==> src/rtl/timer_pkg.sv <==
// Shared definitions for the multi-channel timer: control-byte layout,
// per-channel control flags and width limits.
package timer_pkg;

  // Bit positions of the control flags inside the 64-bit write word (byte 3).
  localparam int B3_ENA   = 31;
  localparam int B3_AR    = 30;
  localparam int B3_SEL   = 29;
  localparam int B3_IE    = 28;
  localparam int B3_IPCLR = 27;

  // Upper bounds for the prescaler and tick-counter widths.
  localparam int MAX_SW = 24;
  localparam int MAX_CW = 32;

  // Per-channel control/status flags.
  typedef struct packed {
    logic ena;
    logic ar;
    logic sel;
    logic ie;
    logic ip;
  } chan_ctrl_t;

endpackage

==> src/rtl/timer_chan.sv <==
// One timer channel: prescaler, tick counter, control flags and interrupt
// pending. Optional capture input when TIMER_CAPTURE_EN is defined.
module timer_chan
  import timer_pkg::*;
#(
  parameter int SW   = 24,
  parameter int CW   = 32,
  parameter int IDIV = 7
) (
  input  logic          CLK,
  input  logic          RESET,
  input  logic          wr,
  input  logic [7:0]    BE,
  input  logic [63:0]   DI,
`ifdef TIMER_CAPTURE_EN
  input  logic          capt,
  output logic [CW-1:0] capr,
`endif
  output logic          intr,
  output logic          ena,
  output logic          ar,
  output logic          sel,
  output logic [SW-1:0] sclr,
  output logic [CW-1:0] tcnt
);

  // Low IDIV bits of the tick counter must be all ones for an event to interrupt.
  localparam logic [CW-1:0] IMASK = CW'((64'd1 << IDIV) - 64'd1);

  chan_ctrl_t        ctrl;
  logic [SW-1:0]     scaler;
  logic [SW-1:0]     ccnt;
  logic              term;
  logic              hit_q;
  logic              cap_rise;
  logic              sc_wr;
  logic              tc_wr;
  logic              b3_wr;
  logic [MAX_SW-1:0] sc_new;
  logic [MAX_CW-1:0] tc_new;
  logic              unused_di;

  assign unused_di = ^DI[26:24];

  assign sc_wr = wr & ~(&BE[2:0]);
  assign tc_wr = wr & ~(&BE[7:4]);
  assign b3_wr = wr & ~BE[3];
  assign term  = ctrl.ena & (ccnt == scaler);

  // Byte-merge of the write data into the current scaler and tick counter.
  always_comb begin
    sc_new = MAX_SW'(scaler);
    tc_new = MAX_CW'(tcnt);
    for (int i = 0; i < 3; i++)
      if (!BE[i]) sc_new[8*i +: 8] = DI[8*i +: 8];
    for (int i = 0; i < 4; i++)
      if (!BE[4+i]) tc_new[8*i +: 8] = DI[32+8*i +: 8];
  end

  // Scaler register and prescaler count; a scaler write restarts the count.
  always_ff @(posedge CLK or negedge RESET) begin
    if (!RESET) begin
      scaler <= '0;
      ccnt   <= '0;
    end else begin
      if (sc_wr) scaler <= sc_new[SW-1:0];
      if (sc_wr || term) ccnt <= '0;
      else if (ctrl.ena) ccnt <= ccnt + SW'(1);
    end
  end

  // Tick counter; a byte write overrides a coincident increment.
  always_ff @(posedge CLK or negedge RESET) begin
    if (!RESET)    tcnt <= '0;
    else if (tc_wr) tcnt <= tc_new[CW-1:0];
    else if (term)  tcnt <= tcnt + CW'(1);
  end

  // Control flags, one-shot auto-disable and interrupt pending (set beats clear).
  always_ff @(posedge CLK or negedge RESET) begin
    if (!RESET) begin
      ctrl  <= '0;
      hit_q <= 1'b0;
    end else begin
      hit_q <= term & (&(tcnt | ~IMASK));
      if (b3_wr) begin
        ctrl.ena <= DI[B3_ENA];
        ctrl.ar  <= DI[B3_AR];
        ctrl.sel <= DI[B3_SEL];
        ctrl.ie  <= DI[B3_IE];
      end else if (term && !ctrl.ar) begin
        ctrl.ena <= 1'b0;
      end
      if (hit_q || cap_rise)          ctrl.ip <= 1'b1;
      else if (b3_wr && DI[B3_IPCLR]) ctrl.ip <= 1'b0;
    end
  end

  // Registered view of either the scaler or the running prescaler count.
  always_ff @(posedge CLK or negedge RESET) begin
    if (!RESET) sclr <= '0;
    else        sclr <= ctrl.sel ? scaler : ccnt;
  end

`ifdef TIMER_CAPTURE_EN
  logic [2:0] capt_s;

  // Two-flop synchroniser plus one history flop for rising-edge detection.
  always_ff @(posedge CLK or negedge RESET) begin
    if (!RESET) capt_s <= '0;
    else        capt_s <= {capt_s[1:0], capt};
  end

  assign cap_rise = capt_s[1] & ~capt_s[2];

  // Snapshot the tick counter on each synchronised capture edge.
  always_ff @(posedge CLK or negedge RESET) begin
    if (!RESET)        capr <= '0;
    else if (cap_rise) capr <= tcnt;
  end
`else
  assign cap_rise = 1'b0;
`endif

  assign intr = ctrl.ip & ctrl.ie;
  assign ena  = ctrl.ena;
  assign ar   = ctrl.ar;
  assign sel  = ctrl.sel;

endmodule

==> src/rtl/multi_timer.sv <==
// NCH independent timer channels behind a single 64-bit byte-enabled write
// port. Define TIMER_CAPTURE_EN to add per-channel capture inputs/registers.
module multi_timer
  import timer_pkg::*;
#(
  parameter  int NCH  = 4,
  parameter  int SW   = 24,
  parameter  int CW   = 32,
  parameter  int IDIV = 7,
  localparam int AW   = (NCH > 1) ? $clog2(NCH) : 1
) (
  input  logic              CLK,
  input  logic              RESET,
  input  logic              ACT,
  input  logic [AW-1:0]     ADDR,
  input  logic [7:0]        BE,
  input  logic [63:0]       DI,
`ifdef TIMER_CAPTURE_EN
  input  logic [NCH-1:0]    CAPT,
  output logic [NCH*CW-1:0] CAPR,
`endif
  output logic [NCH-1:0]    INTR,
  output logic [NCH-1:0]    ENA,
  output logic [NCH-1:0]    AR,
  output logic [NCH-1:0]    SEL,
  output logic [NCH*SW-1:0] SCLR,
  output logic [NCH*CW-1:0] TCNTR
);

  logic [NCH-1:0]         wr;
  logic [NCH-1:0][SW-1:0] sclr_a;
  logic [NCH-1:0][CW-1:0] tcnt_a;
`ifdef TIMER_CAPTURE_EN
  logic [NCH-1:0][CW-1:0] capr_a;
  assign CAPR = capr_a;
`endif

  assign SCLR  = sclr_a;
  assign TCNTR = tcnt_a;

  for (genvar k = 0; k < NCH; k++) begin : g_ch
    // Out-of-range addresses never match any channel index.
    assign wr[k] = ACT & (ADDR == AW'(k));

    timer_chan #(.SW(SW), .CW(CW), .IDIV(IDIV)) u_chan (
      .CLK   (CLK),
      .RESET (RESET),
      .wr    (wr[k]),
      .BE    (BE),
      .DI    (DI),
`ifdef TIMER_CAPTURE_EN
      .capt  (CAPT[k]),
      .capr  (capr_a[k]),
`endif
      .intr  (INTR[k]),
      .ena   (ENA[k]),
      .ar    (AR[k]),
      .sel   (SEL[k]),
      .sclr  (sclr_a[k]),
      .tcnt  (tcnt_a[k])
    );
  end

endmodule

==> config.mk <==
export PLATFORM = sky130hd
export DESIGN_NAME = multi_timer
export DESIGN_NICKNAME = d
export VERILOG_FILES = /design/src/rtl/timer_pkg.sv /design/src/rtl/timer_chan.sv /design/src/rtl/multi_timer.sv
export SDC_FILE = /design/constraint.sdc
export NUM_CORES = 1
export LEC_CHECK = 0
export CAP_MARGIN = 25
export CORE_MARGIN = 2
export CORE_UTILIZATION = 40
export CTS_CLUSTER_SIZE = 28
export DETAILED_ROUTE_END_ITERATION = 8
export GPL_ROUTABILITY_DRIVEN = 0
export PLACE_DENSITY_LB_ADDON = 0.15
export SETUP_SLACK_MARGIN = 0.4
export SLEW_MARGIN = 5
export SYNTH_ARGS = -nofsm -noshare
export SYNTH_HDL_FRONTEND = slang
export SYNTH_SLANG_ARGS = --single-unit
==> constraint.sdc <==
create_clock -name CLK -period 3.1 [get_ports CLK]
set_clock_uncertainty 0.1 [all_clocks]
set_input_delay 0.31 -clock CLK [delete_from_list [all_inputs] [get_ports CLK]]
set_output_delay 0.31 -clock CLK [all_outputs]
set_load 0.1 [all_outputs]
Word level (Yosys, flattened, before mapping)
Cells that the tools add are included.
{ "classes": {"mux": 40, "reduce_logical": 67, "n_eq_ne": 23, "bitwise_logic": 34, "addsub": 8} }
{ "op_table": {"columns": ["operator", "count"], "rows": [
  ["$mux W24", 12],
  ["$mux W32", 8],
  ["$add A32 B1 Y32 const B", 4],
  ["$add A24 B1 Y24 const B", 4],
  ["$eq A24 B24 Y1", 4],
  ["$reduce_and A2 Y1", 28],
  ["$mux W8", 4],
  ["$ne A2 B2 Y1 const B", 16],
  ["$reduce_bool A2 Y1", 16],
  ["$and A1 B1 Y1", 28],
  ["$reduce_and A7 Y1", 4],
  ["$mux W1", 16],
  ["$logic_and A1 B1 Y1", 8],
  ["$not A1 Y1", 6],
  ["$eq A2 B2 Y1 const B", 2],
  ["$logic_not A1 Y1", 4],
  ["$logic_or A1 B1 Y1", 4],
  ["$reduce_and A4 Y1", 1],
  ["$reduce_and A3 Y1", 1],
  ["$eq A2 B1 Y1 const B", 1],
  ["$logic_not A2 Y1", 1]
]} }
{ "totals": {"in_bits": 77, "regBits": 440, "output_inout_bits": 240, "word_cells": 232} }

Logic depth before layout (Yosys ltp)
Gate-level depths: netlist (run 1).
{ "depth": {"depth_word": 6, "ltp_mapped": 9, "ltp_nobuf": 7} }

By module
From an unflattened synthesis (run 1), not the netlist that was laid out.
{ "hier_totals": {"hier_cells": 2149, "hier_area_um2": 22235.1} }
{ "by_module_without_submodules": {"columns": ["module", "area_each_um2", "cells_each", "seq_area_each_um2", "n_inst"], "rows": [
  ["timer_chan at g_ch[1].u_chan ...", 5530.3, 531, 2752.6, 3],
  ["timer_chan at g_ch[0].u_chan", 5606.6, 552, 2752.6, 1],
  ["multi_timer", 37.5, 4, 0.0, 1]
]} }

Worst setup path before layout (run 1)
No wires, ideal clock.
{ "synth_timing": {"path_type": "register to register", "startpoint": "reg g_ch[1].u_chan.tcnt[8]", "endpoint": "reg g_ch[1].u_chan.tcnt[31]", "n_path_buf": 2, "t_arrival_ns": 2.799, "path_stages_with_launch": 9, "required_time_ns": 2.920, "setup_slack_ns": 0.121, "synth_period_minus_slack_ns": 2.979, "setup_time_ns": 0.080, "path_cell_list": "dfrtp_1 -> clkbuf_1 -> nand4_1 -> nor3_1 -> and3_1 -> clkbuf_1 -> nand4_1 -> a21boi_0 -> a2bb2oi_1"} }
{ "synth_between": {"elab_chain_cells": 3} }
{ "synth_lines": {"columns": ["item", "line_no", "rtl"], "rows": [
  ["from (decl)", "timer_chan.sv:24", "output logic [CW-1:0] tcnt"],
  ["from (signal assigned)", "timer_chan.sv:75", "else if (tc_wr) tcnt <= tc_new[CW-1:0];"],
  ["from (signal assigned)", "timer_chan.sv:76", "else if (term) tcnt <= tcnt + CW'(1);"],
  ["$add A32 B1 Y32", "timer_chan.sv:76", null],
  ["$mux W32", "timer_chan.sv:76", null],
  ["$mux W32", "timer_chan.sv:75", null]
]} }
Every way passes these cells. The select of a mux whose other input is x is not followed.
A chain may end at the register's enable or synchronous reset.

Worst setup path after layout (run 1)
{ "layout_timing": {"startpoint": "reg g_ch[3].u_chan.ccnt[7]", "endpoint": "reg g_ch[3].u_chan.tcnt[5]"} }
{ "layout_between": {"elab_chain_cells": 4} }
{ "layout_lines": {"columns": ["item", "line_no", "rtl"], "rows": [
  ["from (decl)", "timer_chan.sv:32", "logic [SW-1:0] ccnt;"],
  ["from (signal assigned)", "timer_chan.sv:68", "else if (ctrl.ena) ccnt <= ccnt + SW'(1);"],
  ["$eq A24 B24 Y1", "timer_chan.sv:48", "assign term = ctrl.ena & (ccnt == scaler);"],
  ["$and A1 B1 Y1", "timer_chan.sv:48", null],
  ["$reduce_bool A2 Y1 (no source line)", null, null],
  ["$reduce_and A2 Y1 (no source line)", null, null],
  ["to (signal assigned)", "timer_chan.sv:75", null],
  ["to (signal assigned)", "timer_chan.sv:76", null],
  ["to (decl)", "timer_chan.sv:24", null]
]} }
Every way passes these cells.

==> summary.txt, run 1 <==
STA
  – Max Freq: 380.5 MHz
  – Minimum clock period: 2628 ps
  – Slew HR: 0.4818
  – RSZ-0062 raised after global routing: yes
  – Worst-margin pin slew: 777.4 ps
  – Fin crit share: 0.8479
  – Fin. Hold Viols: 0
  – Setup violations, final: 0
  – Max Slew Vio Count: 0
  – Hold WS: 216.0 ps
  – Setup tns final: 0 ps

Global route
  – Aggregate global-route resource usage: 0.2564
  – Number of global-route vias before repair: around 18,000
  – Antenna violations before repair: 2
  – First-pass GRT wire length: 111,200 microns
  – GR Overflow Total: 0
  – Largest net degree at the start of global routing: 76

Synthesis
  – Top cells by area, synth: dfrtp_1 50%, mux2_2 10%, nor2_1 3.9%
  – EDFF count, synth: 0
  – Flops & latches, synth: 440
  – Sequential share of the synthesized area: 0.4968
  – Area leader, netlist: dfrtp_1
  – Synth Flop Type: dfrtp_1
  – Syn nets: ~2,300
  – Synthesis warning total: 0
  – Cells after Synth: 2,184
  – Ys async rst share: 1.000
  – Mapped cell area: 22,170 sq um
  – Syn avg cell area: around 10 sq um
  – Synth unique cells: 74
  – Most common cell in the netlist: dfrtp_1
  – Synth top area share: 0.4968
  – Most instantiated cells after synthesis: 440 x dfrtp_1, 230 x nor2_1, 198 x mux2_2

Floorplanning
  – Die X: 239.4 microns
  – Die Span Y: ~240 microns
  – Top-level port count: 317
  – Die ar.: 57,310 sq um
  – Area of the core: 54,990 sq um
  – Number of cell rows: 86
  – Initial Util: 0.4031

Min path
  – Hold Path Class: in2async

Setup path
  – Required time of the worst setup path: 3500 ps
  – Critical path arrival: 3030 ps
  – CP max FO: 6
  – Crit Path Class: reg2reg
  – Setup crit start kind: flop
  – Critical Path End Type: flop

Detailed routing
  – Routed vias/inst: 5.639
  – Drt initial violations: 1,834
  – Routed len/inst: 22.39 microns
  – Routed Antenna Nets: 0
  – Post-Route M1 WL: 31,270 microns
  – Final WL: 73,940 microns
  – Pre-Repair DR Iteration Count: 5
  – Top sig layer: met5
  – DR WL met3: around 4800 microns
  – DRC violations left: 0
  – Total number of vias: 18,620
  – WL met2: 34,760 microns

Final layout
  – Share of layout cells above drive strength 1: 0.2678
  – Layout Cells excl Fill: 3,302
  – Syn-to-layout area delta: 25.27%
  – FF/Latch Area: 11,030 sq um
  – # diodes: 0
  – Fillers: 4,952
  – Final nets: 2,597
  – Multi-input gate area: 10,610 sq um

Flow run
  – Number of max-cap violations: 0

Clock tree
  – CTS tree: built
  – Clock Latency Late Sink: 610 ps
  – Clk root buf: clkbuf_16
  – Worst-case clock buffer depth: 3
  – Clock-pin slew on the worst setup and hold paths: 60 ps
  – CTS Buf Count: 51
  – H-tree depth: 2
  – Sink Count: 440

Power and ir drop
  – PwrDens: 861.9 nW/um^2
  – Max VDD drop: a little under 0.0007 V
  – Pleak: approximately 12 nW
  – Pwr Total: 0.02393 W

Placed design
  – Placed cells: approximately 3,200
  – Dpl hpwl: 54,450 microns
  – Input/output buffers: 313

Outcome
  – Status: completed
==> registers in the layout, summed over array words and instances, names as in the netlist <==
name,cells
g_ch.u_chan.ccnt,96
g_ch.u_chan.sel,4
g_ch.u_chan.hit_q,4
g_ch.u_chan.sclr,96
g_ch.u_chan.scaler,96
g_ch.u_chan.tcnt,128
g_ch.u_chan.ena,4
g_ch.u_chan.ctrl,8
g_ch.u_chan.ar,4
==> logic make-up after synthesis <==
kind of cell / after synthesis / synth area share
adder cells (fa/ha/maj): 8 / 0.004516
XOR/XNOR: 185 / 0.07310
buffers and inverters: 150 / 0.02952
AND/OR/NAND/NOR: 767 / 0.1707
flip-flops: 440 / 0.4968
multiplexers: 205 / 0.1038
AO/OA/AOI/OAI: 429 / 0.1216
==> per-stage QoR <==
step | utilization | setup slack, ps | area, sq um
detailed placement | 0.4700 | 236.9 | 25840
global route | 0.5050 | 371.0 | 27770
global placement | 0.4700 | 285.7 | 25840
CTS | 0.5035 | 460.6 | 27680
floorplan | - | 337.4 | 22190
finish | 0.5050 | 471.5 | 27770
==> power by group <==
| part | switching (W) | internal [W] | total [W] |
|---|---|---|---|
| combinational | 0.00706 | 0.00234 | 0.00939 |
| clock | 0.00258 | 0.00391 | 0.00649 |
| sequential | 0.00122 | 0.00683 | 0.00805 |
==> final timing paths <==
check / from / end / cells past startpoint / slack (ps)
min in group CLK: DI[27] / g_ch[0].u_chan.ctrl[0] / 3 / 230
hold / removal: RESET / g_ch[0].u_chan.tcnt[11] / 2 / 220
hold reg to reg: g_ch[1].u_chan.hit_q / g_ch[1].u_chan.ctrl[0] / 1 / 340
setup / recovery: g_ch[3].u_chan.ccnt[7] / g_ch[3].u_chan.tcnt[5] / 6 / 470
setup reg to reg: g_ch[3].u_chan.ccnt[7] / g_ch[3].u_chan.tcnt[5] / 6 / 470
max in group asynchronous: RESET / g_ch[0].u_chan.ccnt[10] / 3 / 1860
==> worst max-delay path: stages (launching register included) <==
cell      delay, ps
dfrtp_1         440
xnor2_1         280
nand4_1         130
or4_1           470
or3_1           460
or4_1           540
o211ai_1        110
==> layout by cell type, fill, tap and decap left out, types with 12 or more instances in the layout <==
master and n:
and4_1 19, nand2_1 159, xor2_1 87, mux2_2 198, nor3_1 43, and3_1 51
or2_2 18, nand4_1 65, dfrtp_2 17, clkdlybuf4s50_1 72, nor2_1 229, nand3_1 86
o21ai_0 85, o22a_1 17, a21oi_1 149, dfrtp_1 423, clkbuf_16 52, a31oi_1 19
or3_1 16, nor4_1 17, inv_1 25, nand2b_1 16, buf_4 316, o22ai_1 36
clkinv_2 12, xnor2_1 91
==> layer usage <==
layer	GRT usage	up-vias
met4	0.1066	4
met1	0.3355	9295
met5	0	-
met2	0.4197	661
li1	-	8521
met3	0.04575	139
==> what timing repair did <==
| action | in CTS | in global routing |
|---|---|---|
| resized for setup | 5 | 11 |
| setup endpoints to repair | 53 | 55 |
| hold buffers | 1 | 0 |
| pin swaps | 0 | 1 |
| buffers inserted | 0 | 2 |
| hold endpoints to repair | 65 | 0 |
==> layout make-up <==
class                           instances  share of cell area
Clock buffer                           69             0.05132
Clock inverter                         26             0.01370
Multi-Input combinational cell       1594              0.3820
Tap cell                              748             0.03371
Timing Repair Buffer                  399              0.1185
Inverter                               26            0.003515
Sequential cell                       440              0.3973
No activity file was read; power rests on OpenSTA's default activity.
==> inputs of run 2 (changes only) <==
Clock period 3.1 ns to 2.51 ns, I/O delays scaled along.
==> run 2 against run 1 <==
First-iteration DRC count down 11%; critical endpoint is now g_ch[3].u_chan.tcnt[13]; register-to-register slack got worse by 460 ps; routed wire length rose by 9.0%; sequential share of layout area fell by 4.5 points; die area did not move; non-clock buffer count up 199; clock-buffer cell count up 4.
==> summary.txt, run 2 (synthesis results as in run 1) <==
Outcome
  – Status: completed

Final layout
  – Max FFs per register: 128
  – Fin area: 31,990 sq um
  – Share of layout cells above drive strength 1: 0.4579
  – Syn-to-layout area delta: 44.32%
  – Most common library cell in the layout ignoring fill and taps: buf_4
  – Final nets: 2,798
  – Commonest cells after routing, fill and taps aside: 421 x buf_4, 329 x dfrtp_1, 198 x mux2_2, 156 x nand2_1, 156 x nor2_1
  – Biggest register: g_ch.u_chan.tcnt
  – Layout Cells excl Fill: 3,503
  – Fin util: 0.5818

STA
  – RSZ-0062 raised after global routing: yes
  – Max Slew Vio Count: 0
  – Fin. Hold Viols: 0
  – Max Freq: ~400 MHz
  – Worst-margin pin slew: 678.4 ps
  – Slew HR: 0.5435
  – Setup violations, final: 0
  – Fin crit share: 0.9942
  – Setup ws final: 14.44 ps
  – Minimum clock period: 2496 ps
  – Setup tns final: 0 ps

Clock tree
  – Clk root buf: clkbuf_16
  – H-tree depth: 2
  – Clock Latency Late Sink: roughly 600 ps
  – Worst-case clock buffer depth: 3
  – Clock-pin slew on the worst setup and hold paths: 60 ps
  – Sink Count: 440
  – CTS tree: built
  – CTS Buf Count: 50

Detailed routing
  – DRC violations left: 0
  – Total number of vias: 19,950
  – Routed len/inst: 23.00 microns
  – Routed Antenna Nets: 0
  – Drt initial violations: between 1,500 and 2,000
  – Routed vias/inst: 5.695
  – Pre-Repair DR Iteration Count: 6
  – Final WL: between 80,000 and 90,000 microns

Setup path
  – CP max FO: 3
  – Critical path arrival: around 2900 ps
  – Crit Path Class: reg2reg
  – Required time of the worst setup path: 2900 ps
  – Setup crit start kind: flop
  – Critical Path End Type: flop

Power and ir drop
  – Pleak: 13.71 nW
  – Clk pwr share: 0.258
  – Sw frac: 0.4509
  – Net Sw Power: roughly 0.014 W
  – Max VDD drop: 0.0008516 V
  – PwrDens: 961.2 nW/um^2
  – Combinational share of power: 0.416
  – Internal power: around 0.017 W
  – Sequential power share: 0.326

Floorplanning
  – Die ar.: 57,310 sq um
  – Die Span Y: 239.4 microns
  – Initial Util: 0.4031
  – Area of the core: 54,990 sq um
  – Number of cell rows: 86
  – Die X: 239.4 microns
  – Top-level port count: roughly 320

Global route
  – GR Overflow Total: 0
  – Met2 Usage GRT: 0.4449
  – Largest net degree at the start of global routing: 93
  – Met1 GRT Util: 0.3427
  – GR Util met3: 0.05290
  – Most used routing layer: met2
  – Aggregate global-route resource usage: 0.2695
  – Number of global-route vias before repair: 19,680
  – First-pass GRT wire length: 117,400 microns
  – Antenna violations before repair: 6

Placed design
  – Dpl hpwl: 56,100 microns
  – Placed cells: 3,319
  – Area after DPL: between 20,000 and 30,000 sq um
  – Input/output buffers: approximately 310
  – Pre-CTS setup slack: -219.2 ps

Flow run
  – Number of max-cap violations: 0

Min path
  – Hold Path Class: in2async
-- run 2: changes by cell type in the layout (fill, tap and decap cells not counted), moves of 25 or more --
cell,change
dfrtp_4,+44
a21oi_1,-83
buf_4,+105
a21oi_2,+72
buf_6,+55
nor2_1,-73
nor2_4,+31
buf_12,+25
dfrtp_2,+50
nor2_2,+42
dfrtp_1,-94
-- run 2: layout make-up --
cell class | instances | area (sq um)
clock buffer | 73 | 1469
timing repair buffer | 598 | 5523
antenna | 1 | 2.502
fill | 4643 | 23000
multi-input combinational | 1597 | 12400
clock inverter | 20 | 304.0
inverter | 26 | 97.59
sequential | 440 | 11260
tap | 748 | 935.9
-- run 2: metrics by stage --
stage,total power (W),hold slack [ps]
after floorplan,0.01876,-144.6
after global placement,0.02204,79.24
after detailed placement,0.02216,88.92
after CTS,0.03039,43.96
after global routing,0.03183,59.78
final,0.03075,38.51
-- run 2: metal layers --
metal,wire length [microns],share of wire
met2,38620,0.48
met1,32650,0.41
met3,5518,0.068
met5,58,0.00072
met4,3716,0.046
-- run 2: path summary, 6_finish.rpt --
path / from / endpoint / slack [ps] / depth (start not counted)
worst max-delay path: g_ch[3].u_chan.ccnt[14] / g_ch[3].u_chan.tcnt[13] / 10 / 9
worst min-delay path: RESET / g_ch[3].u_chan.tcnt[25] / 40 / 2
worst max register to register: g_ch[3].u_chan.ccnt[14] / g_ch[3].u_chan.tcnt[13] / 10 / 9
worst min register to register: g_ch[3].u_chan.hit_q / g_ch[3].u_chan.ctrl[0] / 340 / 1
max in group asynchronous: RESET / g_ch[0].u_chan.tcnt[10] / 1370 / 4
min in group CLK: DI[27] / g_ch[0].u_chan.ctrl[0] / 220 / 3
-- run 2: power groups by stage --
stage / Combinational, W / Sequential (W) / Clock (W)
global route: 0.0133 / 0.0102 / 0.00834
floorplan: 0.00316 / 0.0156 / 0
CTS: 0.0124 / 0.00994 / 0.00805
finish: 0.0128 / 0.0100 / 0.00792
detailed placement: 0.0121 / 0.0100 / 0
global placement: 0.0121 / 0.00998 / 0
-- run 2: worst max-delay path, cell delays in order, from the launching register on --
cell      delay (ps)
dfrtp_1          380
inv_2             60
a222oi_1         460
buf_4            190
nand4_1          140
buf_4            210
buf_6            110
or3_4            360
o221ai_2         190
o21ba_4          190
-- run 2: repair_timing --
| action | 4_1_cts | 5_1_grt |
|---|---|---|
| buffers inserted | 35 | 34 |
| pin swaps | 52 | 77 |
| hold buffers | 1 | 0 |
| endpoints found under the hold margin | 373 | 0 |
| setup endpoints to repair | 232 | 232 |
| resized for setup | 142 | 265 |
| gates cloned | 11 | 9 |
